File: src/rtl/pq_access_ctrl_if.sv
// ---------------------------------------------------------------------------
// pq_access_ctrl_if
//
// Groups the three buses that pq_access_ctrl touches:
//   request stream  : i_req_valid, o_req_ready, i_req_op[1:0], i_req_data
//   response stream : o_rsp_valid, i_rsp_ready, o_rsp_data, o_rsp_err
//   queue port      : o_q_wrt, o_q_read, o_q_data  (controller -> queue)
//                     i_q_full, i_q_empty, i_q_data (queue -> controller)
// The i_/o_ prefixes are from the controller's point of view.
//
// Handshake semantics (both streams): a transfer happens on a rising clock
// edge where valid and ready are both 1. Once valid is raised, the producer
// holds valid and its payload stable until that transfer. Ready may be
// raised or dropped freely and never depends on valid.
//
// Modports:
//   slave  - the controller (consumes requests, produces responses, drives
//            the queue port)
//   master - the environment (produces requests, consumes responses,
//            models the queue)
// ---------------------------------------------------------------------------
interface pq_access_ctrl_if #(
  parameter int DATA_WIDTH = 16
);
  // Request stream
  logic                  i_req_valid;
  logic                  o_req_ready;
  logic [1:0]            i_req_op;
  logic [DATA_WIDTH-1:0] i_req_data;

  // Response stream
  logic                  o_rsp_valid;
  logic                  i_rsp_ready;
  logic [DATA_WIDTH-1:0] o_rsp_data;
  logic                  o_rsp_err;

  // Queue push/pop port
  logic                  o_q_wrt;
  logic                  o_q_read;
  logic [DATA_WIDTH-1:0] o_q_data;
  logic                  i_q_full;
  logic                  i_q_empty;
  logic [DATA_WIDTH-1:0] i_q_data;

  modport slave (
    input  i_req_valid, i_req_op, i_req_data,
    input  i_rsp_ready,
    input  i_q_full, i_q_empty, i_q_data,
    output o_req_ready,
    output o_rsp_valid, o_rsp_data, o_rsp_err,
    output o_q_wrt, o_q_read, o_q_data
  );

  modport master (
    output i_req_valid, i_req_op, i_req_data,
    output i_rsp_ready,
    output i_q_full, i_q_empty, i_q_data,
    input  o_req_ready,
    input  o_rsp_valid, o_rsp_data, o_rsp_err,
    input  o_q_wrt, o_q_read, o_q_data
  );
endinterface

File: src/rtl/pq_access_ctrl.sv
// ---------------------------------------------------------------------------
// pq_access_ctrl
//
// Initiator-side controller for the push/pop port of a register-array
// priority queue. Requests arrive on a valid/ready stream, each one issues
// at most one queue operation, and every request gets exactly one response
// on a valid/ready stream, in order. After a queue operation is issued the
// controller waits SETTLE_CYCLES cycles so the queue's odd/even sort can
// settle before the next request is accepted.
//
// Ops (i_req_op): 01 push, 10 pop, 11 replace (pop head + push data),
//                 00 illegal. Data value 0 is the queue's empty sentinel and
//                 can never be written.
//
// Ports:
//   i_CLK        clock
//   i_RST        asynchronous active-high reset
//   bus          pq_access_ctrl_if.slave: request, response and queue buses
//   o_dbg_state  current FSM state (0 IDLE, 1 ISSUE, 2 WAIT)
//   o_stat_push/o_stat_pop/o_stat_err (only with PQ_ACCESS_CTRL_STATS_EN)
//                16-bit saturating counts of write pulses, read pulses and
//                rejected requests
//
// Optional feature macro: PQ_ACCESS_CTRL_STATS_EN
//
// Timing: request accepted in cycle T, queue pulse in T+1 (ISSUE),
// o_rsp_valid from T+2 (WAIT).
// ---------------------------------------------------------------------------
module pq_access_ctrl #(
  parameter int DATA_WIDTH    = 16,
  parameter int QUEUE_SIZE    = 4,
  parameter int SETTLE_CYCLES = QUEUE_SIZE,
  parameter int ENQ_ENA       = 1
) (
  input  logic                   i_CLK,
  input  logic                   i_RST,
  pq_access_ctrl_if.slave        bus,
  output logic [1:0]             o_dbg_state
`ifdef PQ_ACCESS_CTRL_STATS_EN
  ,
  output logic [15:0]            o_stat_push,
  output logic [15:0]            o_stat_pop,
  output logic [15:0]            o_stat_err
`endif
);

  typedef enum logic [1:0] {
    S_IDLE  = 2'd0,
    S_ISSUE = 2'd1,
    S_WAIT  = 2'd2
  } state_t;

  localparam int              CNT_W     = (SETTLE_CYCLES < 1) ? 1 : $clog2(SETTLE_CYCLES + 1);
  localparam logic [CNT_W-1:0] SETTLE_LD = CNT_W'(SETTLE_CYCLES);

  localparam logic [1:0] OP_PUSH = 2'b01;
  localparam logic [1:0] OP_POP  = 2'b10;
  localparam logic [1:0] OP_REPL = 2'b11;

  // Elaboration-time parameter sanity checks.
  if (SETTLE_CYCLES < 1) begin : g_bad_settle
    $error("pq_access_ctrl: SETTLE_CYCLES must be >= 1");
  end
  if (QUEUE_SIZE < 1) begin : g_bad_qsize
    $error("pq_access_ctrl: QUEUE_SIZE must be >= 1");
  end

  // -------------------------------------------------------------------------
  // State
  // -------------------------------------------------------------------------
  state_t                state_q,     state_d;
  logic [1:0]            op_q,        op_d;
  logic [DATA_WIDTH-1:0] data_q,      data_d;
  logic [CNT_W-1:0]      cnt_q,       cnt_d;
  logic                  rsp_valid_q, rsp_valid_d;
  logic [DATA_WIDTH-1:0] rsp_data_q,  rsp_data_d;
  logic                  rsp_err_q,   rsp_err_d;

  // Combinational outputs of the FSM
  logic                  req_ready;
  logic                  q_wrt;
  logic                  q_read;
  logic [DATA_WIDTH-1:0] q_data;

  // Op decode and legality of the registered op against the live queue flags
  logic op_writes;
  logic op_reads;
  logic data_nz;
  logic op_legal;
  logic rsp_hs;

  always_comb begin : decode
    op_writes = (op_q == OP_PUSH) || (op_q == OP_REPL);
    op_reads  = (op_q == OP_POP)  || (op_q == OP_REPL);
    data_nz   = |data_q;
    op_legal  = 1'b0;
    case (op_q)
      OP_PUSH: op_legal = (ENQ_ENA != 0) && !bus.i_q_full && data_nz;
      OP_POP:  op_legal = !bus.i_q_empty;
      // Replace never overflows (one out, one in) and on an empty queue it
      // simply returns the sentinel 0 as the old head.
      OP_REPL: op_legal = data_nz;
      default: op_legal = 1'b0;
    endcase
  end

  assign rsp_hs = rsp_valid_q && bus.i_rsp_ready;

  // -------------------------------------------------------------------------
  // Next-state / output logic
  // -------------------------------------------------------------------------
  always_comb begin : fsm_comb
    state_d     = state_q;
    op_d        = op_q;
    data_d      = data_q;
    cnt_d       = cnt_q;
    rsp_valid_d = rsp_valid_q;
    rsp_data_d  = rsp_data_q;
    rsp_err_d   = rsp_err_q;
    req_ready   = 1'b0;
    q_wrt       = 1'b0;
    q_read      = 1'b0;
    q_data      = '0;

    case (state_q)
      S_IDLE: begin
        req_ready = 1'b1;
        if (bus.i_req_valid) begin
          op_d    = bus.i_req_op;
          data_d  = bus.i_req_data;
          state_d = S_ISSUE;
        end
      end

      S_ISSUE: begin
        rsp_valid_d = 1'b1;
        state_d     = S_WAIT;
        if (op_legal) begin
          q_wrt      = op_writes;
          q_read     = op_reads;
          q_data     = op_writes ? data_q : '0;
          // Head is captured in the same cycle as the read pulse, i.e.
          // before the queue shifts.
          rsp_data_d = op_reads ? bus.i_q_data : '0;
          rsp_err_d  = 1'b0;
          cnt_d      = SETTLE_LD;
        end else begin
          rsp_data_d = '0;
          rsp_err_d  = 1'b1;
          // Nothing was issued, so there is nothing to let settle.
          cnt_d      = '0;
        end
      end

      S_WAIT: begin
        if (cnt_q != '0) begin
          cnt_d = cnt_q - 1'b1;
        end
        if (rsp_hs) begin
          rsp_valid_d = 1'b0;
          rsp_data_d  = '0;
          rsp_err_d   = 1'b0;
        end
        // A response taken in this very cycle counts as consumed.
        if ((cnt_q == '0) && (!rsp_valid_q || rsp_hs)) begin
          state_d = S_IDLE;
        end
      end

      default: begin
        state_d = S_IDLE;
      end
    endcase
  end

  // -------------------------------------------------------------------------
  // Registers
  // -------------------------------------------------------------------------
  always_ff @(posedge i_CLK or posedge i_RST) begin : fsm_seq
    if (i_RST) begin
      state_q     <= S_IDLE;
      op_q        <= 2'b00;
      data_q      <= '0;
      cnt_q       <= '0;
      rsp_valid_q <= 1'b0;
      rsp_data_q  <= '0;
      rsp_err_q   <= 1'b0;
    end else begin
      state_q     <= state_d;
      op_q        <= op_d;
      data_q      <= data_d;
      cnt_q       <= cnt_d;
      rsp_valid_q <= rsp_valid_d;
      rsp_data_q  <= rsp_data_d;
      rsp_err_q   <= rsp_err_d;
    end
  end

  // -------------------------------------------------------------------------
  // Outputs
  // -------------------------------------------------------------------------
  // The state register already sits in IDLE while reset is held, so ready is
  // masked explicitly to keep the request stream closed during reset.
  assign bus.o_req_ready = req_ready && !i_RST;
  assign bus.o_rsp_valid = rsp_valid_q;
  assign bus.o_rsp_data  = rsp_data_q;
  assign bus.o_rsp_err   = rsp_err_q;
  assign bus.o_q_wrt     = q_wrt;
  assign bus.o_q_read    = q_read;
  assign bus.o_q_data    = q_data;
  assign o_dbg_state     = state_q;

`ifdef PQ_ACCESS_CTRL_STATS_EN
  // -------------------------------------------------------------------------
  // Saturating activity counters
  // -------------------------------------------------------------------------
  logic [15:0] stat_push_q;
  logic [15:0] stat_pop_q;
  logic [15:0] stat_err_q;
  logic        issue_rej;

  assign issue_rej = (state_q == S_ISSUE) && !op_legal;

  always_ff @(posedge i_CLK or posedge i_RST) begin : stats_seq
    if (i_RST) begin
      stat_push_q <= '0;
      stat_pop_q  <= '0;
      stat_err_q  <= '0;
    end else begin
      if (q_wrt && (stat_push_q != 16'hFFFF)) begin
        stat_push_q <= stat_push_q + 16'd1;
      end
      if (q_read && (stat_pop_q != 16'hFFFF)) begin
        stat_pop_q <= stat_pop_q + 16'd1;
      end
      if (issue_rej && (stat_err_q != 16'hFFFF)) begin
        stat_err_q <= stat_err_q + 16'd1;
      end
    end
  end

  assign o_stat_push = stat_push_q;
  assign o_stat_pop  = stat_pop_q;
  assign o_stat_err  = stat_err_q;
`endif

endmodule

File: src/flat_wrapper.sv
// flat-port wrapper written by rule: the top's interface ports become plain ports
module pq_access_ctrl_flat 
#(
  parameter int DATA_WIDTH    = 16,
  parameter int QUEUE_SIZE    = 4,
  parameter int SETTLE_CYCLES = QUEUE_SIZE,
  parameter int ENQ_ENA       = 1
)
  (i_CLK, i_RST, o_dbg_state, bus_i_req_valid, bus_i_req_op, bus_i_req_data, bus_i_rsp_ready, bus_i_q_full, bus_i_q_empty, bus_i_q_data, bus_o_req_ready, bus_o_rsp_valid, bus_o_rsp_data, bus_o_rsp_err, bus_o_q_wrt, bus_o_q_read, bus_o_q_data);
  pq_access_ctrl_if #(.DATA_WIDTH(DATA_WIDTH)) bus_i ();
  input  logic i_CLK;
  input  logic i_RST;
  output logic [1:0] o_dbg_state;
  input wire logic [$bits(bus_i.i_req_valid)-1:0] bus_i_req_valid;
  input wire logic [$bits(bus_i.i_req_op)-1:0] bus_i_req_op;
  input wire logic [$bits(bus_i.i_req_data)-1:0] bus_i_req_data;
  input wire logic [$bits(bus_i.i_rsp_ready)-1:0] bus_i_rsp_ready;
  input wire logic [$bits(bus_i.i_q_full)-1:0] bus_i_q_full;
  input wire logic [$bits(bus_i.i_q_empty)-1:0] bus_i_q_empty;
  input wire logic [$bits(bus_i.i_q_data)-1:0] bus_i_q_data;
  output wire logic [$bits(bus_i.o_req_ready)-1:0] bus_o_req_ready;
  output wire logic [$bits(bus_i.o_rsp_valid)-1:0] bus_o_rsp_valid;
  output wire logic [$bits(bus_i.o_rsp_data)-1:0] bus_o_rsp_data;
  output wire logic [$bits(bus_i.o_rsp_err)-1:0] bus_o_rsp_err;
  output wire logic [$bits(bus_i.o_q_wrt)-1:0] bus_o_q_wrt;
  output wire logic [$bits(bus_i.o_q_read)-1:0] bus_o_q_read;
  output wire logic [$bits(bus_i.o_q_data)-1:0] bus_o_q_data;
  assign bus_i.i_req_valid = bus_i_req_valid;
  assign bus_i.i_req_op = bus_i_req_op;
  assign bus_i.i_req_data = bus_i_req_data;
  assign bus_i.i_rsp_ready = bus_i_rsp_ready;
  assign bus_i.i_q_full = bus_i_q_full;
  assign bus_i.i_q_empty = bus_i_q_empty;
  assign bus_i.i_q_data = bus_i_q_data;
  assign bus_o_req_ready = bus_i.o_req_ready;
  assign bus_o_rsp_valid = bus_i.o_rsp_valid;
  assign bus_o_rsp_data = bus_i.o_rsp_data;
  assign bus_o_rsp_err = bus_i.o_rsp_err;
  assign bus_o_q_wrt = bus_i.o_q_wrt;
  assign bus_o_q_read = bus_i.o_q_read;
  assign bus_o_q_data = bus_i.o_q_data;
  pq_access_ctrl #(.DATA_WIDTH(DATA_WIDTH), .QUEUE_SIZE(QUEUE_SIZE), .SETTLE_CYCLES(SETTLE_CYCLES), .ENQ_ENA(ENQ_ENA)) u_core (.i_CLK(i_CLK), .i_RST(i_RST), .bus(bus_i), .o_dbg_state(o_dbg_state));
endmodule
File: config.mk
export PLATFORM = sky130hd
export DESIGN_NAME = pq_access_ctrl_flat
export DESIGN_NICKNAME = d
export VERILOG_FILES = /design/src/rtl/pq_access_ctrl_if.sv /design/src/rtl/pq_access_ctrl.sv /design/src/flat_wrapper.sv
export SDC_FILE = /design/constraint.sdc
export NUM_CORES = 1
export LEC_CHECK = 0
export CAP_MARGIN = 20
export CORE_MARGIN = 3
export CORE_UTILIZATION = 56
export CTS_CLUSTER_SIZE = 10
export DETAILED_ROUTE_END_ITERATION = 6
export DONT_BUFFER_PORTS = 1
export GPL_TIMING_DRIVEN = 0
export PLACE_DENSITY = 0.71
export SYNTH_ARGS = -nofsm -noshare
export SYNTH_HDL_FRONTEND = slang
export SYNTH_SLANG_ARGS = --single-unit
export TNS_END_PERCENT = 50
File: constraint.sdc
create_clock -name i_CLK -period 1.7 [get_ports i_CLK]
set_clock_uncertainty 0.05 [all_clocks]
set_input_delay 0.17 -clock i_CLK [delete_from_list [all_inputs] [get_ports i_CLK]]
set_output_delay 0.17 -clock i_CLK [all_outputs]
set_load 0.02 [all_outputs]
==> results of run 1 <==
repair_timing:
item / in CTS / in global routing
pin swaps: 5 / 6
cloned: 2 / 0
hold endpoints to repair: 76 / 0
endpoints found under the setup margin: 41 / 48
hold buffers: 36 / 0
buffers inserted: 7 / 2
gates resized for setup: 48 / 6
metal layers:
metal	up-vias	routed length (um)
li1	644	-
met1	728	1790
met2	57	2630
met3	8	289
met4	0	68
met5	-	0
kinds of logic after synthesis:
group | synth area share, %
muxes | 11.5
adders and majority gates | 1.35
AOI/OAI and AO/OA | 14.2
and+or+nand+nor | 13.8
DFF | 55.3
buffers and inverters | 3.85
worst paths after layout:
kind	to	cells after the start	slack [ps]	start
worst max-delay path	bus_o_q_data[13]	5	-320	u_core.data_q[2]
worst min-delay path	u_core.bus.o_rsp_valid	3	10	bus_i_rsp_ready
worst max register to register	u_core.bus.o_rsp_data[8]	6	-60	u_core.data_q[2]
worst min register to register	u_core.op_q[0]	1	490	u_core.op_q[0]
min in group asynchronous	u_core.cnt_q[0]	2	370	i_RST
max in group asynchronous	u_core.o_dbg_state[1]	2	670	i_RST
area by class of cell:
type / count / share of cell area [%]
multi-input combinational: 96 / 33.1
buffer: 7 / 2.93
timing repair buffer: 47 / 17.6
clock buffer: 5 / 1.47
sequential: 41 / 40.2
clock inverter: 3 / 1.81
inverter: 5 / 0.733
tap: 44 / 2.15
registers in the layout (all words and copies together), names as in the netlist:
register and cells:
u_core.bus.o_rsp_data 16, u_core.data_q 16, u_core.cnt_q 3, u_core.o_dbg_state 2
u_core.op_q 2, u_core.bus.o_rsp_err 1, u_core.bus.o_rsp_valid 1
placed cells by master (no fill, tap or decap), drive strengths merged:
cell / n
and2: 16
and4: 1
buf: 18
bufinv: 1
dfrtp: 41
nand2: 8
dlygate4sd3: 36
inv: 5
a31oi: 1
a32oi: 1
o31ai: 1
nor3b: 1
a21oi: 5
clkbuf: 5
ha: 2
nand3: 2
a21o: 1
nor3: 2
nor4: 4
clkinv: 1
or2: 1
nor2b: 1
mux2: 18
o21ai: 5
clkinvlp: 1
nand2b: 4
nor2: 1
and2b: 2
a22o: 18
mux2i: 1
Yosys cell counts, types with 2 or more instances:
master | instances | area (um^2)
buf_6 | 2 | 22.5
mux2_1 | 16 | 180
dfrtp_1 | 41 | 1030
and2b_1 | 2 | 15.0
nand3_1 | 2 | 10.0
buf_4 | 2 | 15.0
a22o_1 | 18 | 158
o21ai_0 | 5 | 25.0
nor4_1 | 4 | 25.0
inv_1 | 5 | 18.8
nand2b_1 | 4 | 25.0
a21oi_1 | 4 | 20.0
mux2_2 | 2 | 22.5
ha_1 | 2 | 25.0
and2_1 | 16 | 100
nand2_1 | 8 | 30.0
buf_2 | 3 | 15.0
where the power goes:
part           total, mW  leakage [nW]  internal [mW]  switching (mW)
clock network      0.644        0.0414          0.311           0.332
logic               1.57         0.592          0.821           0.752
registers           2.14         0.511           1.44           0.706
worst min-delay path, cell delays in order:
cell	delay, ps
nand2_1	50
a21oi_1	60
a21oi_1	110
==> impl_metrics.tcl, run 1 <==
set metrics [dict create \
    status "finished with violations" \
    violations "negative setup slack" \
    core_area_um2 3100 \
    multiInputGateArea_um2 847 \
    layout.nets 245 \
    setup_viol 34 \
    seq_area_frac_synth_pct 55.3 \
    synth_edf_count 0 \
    firstDrtPassIters 4 \
    synth_area_um2 1850 \
    worst_slew_pin_slew_ps 823 \
    drc 0 \
    finalPower_mw 4.36 \
    wl_per_cell_um 19.3 \
    whs_ps 13.9 \
    setup_slack_ps -317 \
    yosysWarnings 0 \
    hold_viol 0 \
    critPathKind "flip-flop to primary output" \
    clkSinkCount 41 \
    relSlewSlack_pct 45.0 \
    critPathBufInv 1 \
    synth_cells 149 \
    grt_pass1_wl_um 7700 \
    detail-route-antenna-nets 0 \
    cp_max_fo 6 \
    fin_area_um2 2560 \
    use_met1_pct 27.0 \
    clk_pin_slew_ps 130 \
    async_flop_share_pct 100 \
    cp_top_family "simple AND/OR/NAND/NOR gates" \
    vias_per_cell 5.79 \
    slowest_delay_ps 410 \
    grt_usage_pct 25.0 \
    fill_cells 178 \
    num_rows 20 \
    n_antenna_cell 0 \
    maxCapViolations 0 \
    gr-max-usage-layer "met2" \
    dp.cells 193 \
    fin_util_pct 82.5 \
    grt_pass1_vias 1561 \
    gr-total-overflow 0 \
    grt_max_degree 42 \
    pin_count 79 \
    synth_flop_cell "dfrtp_1" \
    final_cells 248 \
    met3_usage_pct 7.84 \
    drive_above_1_share_pct 28.4 \
    via_count 1437 \
    place_congestion 0.704 \
    cts_buffers 5 \
    clock.fmax_ghz 0.496 \
    cp_slowest_cell "dfrtp_1" \
    powerDensity_nw_per_um2 1700 \
    ir_drop_v 0.00103 \
    clock_latency_ps 350 \
    fin_crit_sh_pct 119 \
    cts-root-buf "clkbuf_4" \
    cts_tree "built" \
    met2_usage_pct 45.0 \
    dp_slack_ps -245 \
    fin_crit_ps 2020 \
    portBuffers 0 \
    crit_chain "nor4_2 > and4_4 > nor3_4 > buf_6 > and2_4" \
    ff_latch_area_um2 1030 \
    required_ps 1480 \
    area_growth_pct 38.1 \
    initial_core_util_pct 59.8 \
    finalWirelength_um 4780 \
    grt_antenna_before_repair 0 \
    cp-start-kind "flip-flop" \
    drt_iter0_drc 69 \
    cts_buffer_depth 2 \
    leakagePower_nw 1.14 \
    die_area_um2 4040 \
    cp.arrival_ps 1800 \
    die_h_um 63.5 \
    synth.ff_latch_count 41 \
    fin_tns_setup_ps -5950 \
    syn_nets 191 \
    worstHoldPathType "input port to flip-flop" \
    dp_hpwl_um 2660 \
    die_w_um 63.5 \
    place_area_um2 1910 \
    rsz0062_at_grt "yes" \
    slew_viol_final 0 \
    critPathCaptureType "primary output" \
    cts_max_level 2 \
    yosysUniqueCellTypes 30 \
    syn_avg_cell_area_um2 12.4 \
]
Note: power is estimated with default switching activity, not from simulation.
==> run 2: changes to the inputs <==
CORE_MARGIN = default   (was 3)
SLEW_MARGIN = 20   (was default)
==> impl_metrics.tcl, run 2 (same netlist as run 1, synthesis figures left out) <==
set metrics [dict create \
    critPathKind "flip-flop to primary output" \
    cp.depth 5 \
    clkSinkCount 41 \
    die_area_um2 3550 \
    portBuffers 0 \
    slowest_delay_ps 430 \
    fin_crit_ps 1980 \
    final_cells 243 \
    status "finished with violations" \
    cts_buffers 5 \
    layout.nets 240 \
    violations "negative setup slack" \
    leakagePower_nw 1.15 \
    setup_viol 34 \
    area_growth_pct 38.1 \
    fill_cells 188 \
    finalPower_mw 4.34 \
    worstReg2RegStart "u_core.data_q[5]" \
    reg2reg_depth 6 \
    critPathBufInv 1 \
    rrSetupSlack_ps -30 \
    relSlewSlack_pct 62.6 \
    grt_pass1_wl_um 7000 \
    crit_chain "nor4_2 > and4_4 > nor3_4 > buf_4 > and2_4" \
    cts_buffer_depth 2 \
    final_cell_mix "39 x dfrtp_1, 36 x dlygate4sd3_1, 18 x a22o_1, 16 x and2_4, 11 x mux2_1" \
    required_ps 1480 \
    grt_antenna_before_repair 0 \
    drive_above_1_share_pct 28.1 \
    grt_pass1_vias 1491 \
    cp.arrival_ps 1760 \
    slew_viol_final 0 \
    rsz0062_at_grt "yes" \
    vias_per_cell 5.80 \
    fin_crit_sh_pct 116 \
    drc 0 \
    cp_slowest_cell "dfrtp_1" \
    clock.fmax_ghz 0.505 \
    critPathCaptureType "primary output" \
    maxCapViolations 0 \
    powerDensity_nw_per_um2 1700 \
    die_w_um 59.5 \
    initial_core_util_pct 59.8 \
    firstDrtPassIters 4 \
    cts-root-buf "clkbuf_4" \
    via_count 1410 \
    grt_usage_pct 27.5 \
    die_h_um 59.5 \
    drt_iter0_drc 57 \
    setup.worst_path.start "u_core.data_q[5]" \
    fin_tns_setup_ps -4830 \
    detail-route-antenna-nets 0 \
    clk_pin_slew_ps 110 \
    setup_slack_ps -278 \
    pin_count 79 \
    reg2reg_to "u_core.bus.o_rsp_data[13]" \
    holdPathStages 3 \
    dp_hpwl_um 2610 \
    hold_viol 0 \
    layout_commonest_cell "dfrtp_1" \
    cts_tree "built" \
    clock_latency_ps 340 \
    fin_util_pct 82.5 \
    cp-endpoint "bus_o_q_data[13]" \
    dp.cells 194 \
    wl_per_cell_um 18.5 \
    core_area_um2 3100 \
    worst_slew_pin_slew_ps 555 \
    gr-total-overflow 0 \
    n_antenna_cell 0 \
    cts_max_level 2 \
    cp_max_fo 4 \
    ir_drop_v 0.00117 \
    cp-start-kind "flip-flop" \
    finalWirelength_um 4480 \
    place_congestion 0.748 \
    place_area_um2 1930 \
    fin_area_um2 2560 \
    grt_max_degree 28 \
    worstHoldPathType "input port to flip-flop" \
    cp_top_family "simple AND/OR/NAND/NOR gates" \
    num_rows 20 \
]
==> run 2: changes by cell type in the layout (fill, tap and decap cells not counted), sizes merged <==
| cell | previous run | this run |
|---|---|---|
| buf | 18 | 13 |
| clkbuf | 5 | 7 |
| clkinv | 1 | 0 |
| clkinvlp | 1 | 0 |
==> run 2: what timing repair did <==
action,in CTS,in global routing
pin swaps,4,3
hold buffers,36,0
endpoints found under the setup margin,38,43
hold endpoints to repair,76,0
buffers inserted,3,0
gates cloned,2,0
gates resized for setup,51,9
==> run 2: per-stage QoR <==
| stage | hold WS, ps | setup WS (ps) |
|---|---|---|
| finish | 27.7 | -278 |
| global route | 69.9 | -373 |
| global placement | 255 | -207 |
| detailed placement | -22.4 | -255 |
| CTS | 12.8 | -319 |
| floorplan | 255 | 27.2 |
==> run 2: cell type report <==
class,instances,area [um^2],share of cell area (%)
flip-flops and latches,41,1030,40.2
repair buffers,42,425,16.6
well taps,44,55.1,2.15
multi-input cells,96,863,33.7
inverters,5,18.8,0.733
clock inverters,1,30.0,1.17
plain buffers,7,83.8,3.27
clock buffers,7,55.1,2.15
==> run 2: where the power goes <==
part           switching, mW  internal, mW  total [mW]
logic                  0.726         0.822        1.55
registers              0.708          1.44        2.15
clock network          0.296         0.351       0.647
total                   1.73          2.61        4.34
==> run 2: layer usage <==
layer	share of wire (%)	track usage (%)
met5	0	0
met4	2.0	9.63
met3	6.4	8.30
met2	55	51.5
met1	36	28.9
==> run 2: worst min path at each step <==
stage | slack (ps) | to | start
after detailed placement | -20 | u_core.cnt_q[1] | i_RST
final | 30 | u_core.bus.o_rsp_valid | bus_i_rsp_ready
after global routing | 70 | u_core.bus.o_rsp_valid | bus_i_rsp_ready
after CTS | 10 | u_core.bus.o_rsp_valid | bus_i_rsp_ready
after floorplan | 250 | u_core.data_q[0] | bus_i_req_data[0]
after global placement | 260 | u_core.data_q[6] | bus_i_req_data[6]
==> run 2: worst register-to-register path, delay by kind of cell (launching register included) <==
family | cells | cell delay (ps)
AO/OA/AOI/OAI | 2 | 290
AND/OR/NAND/NOR | 2 | 570
flip-flops | 1 | 430
buffers and inverters | 2 | 290
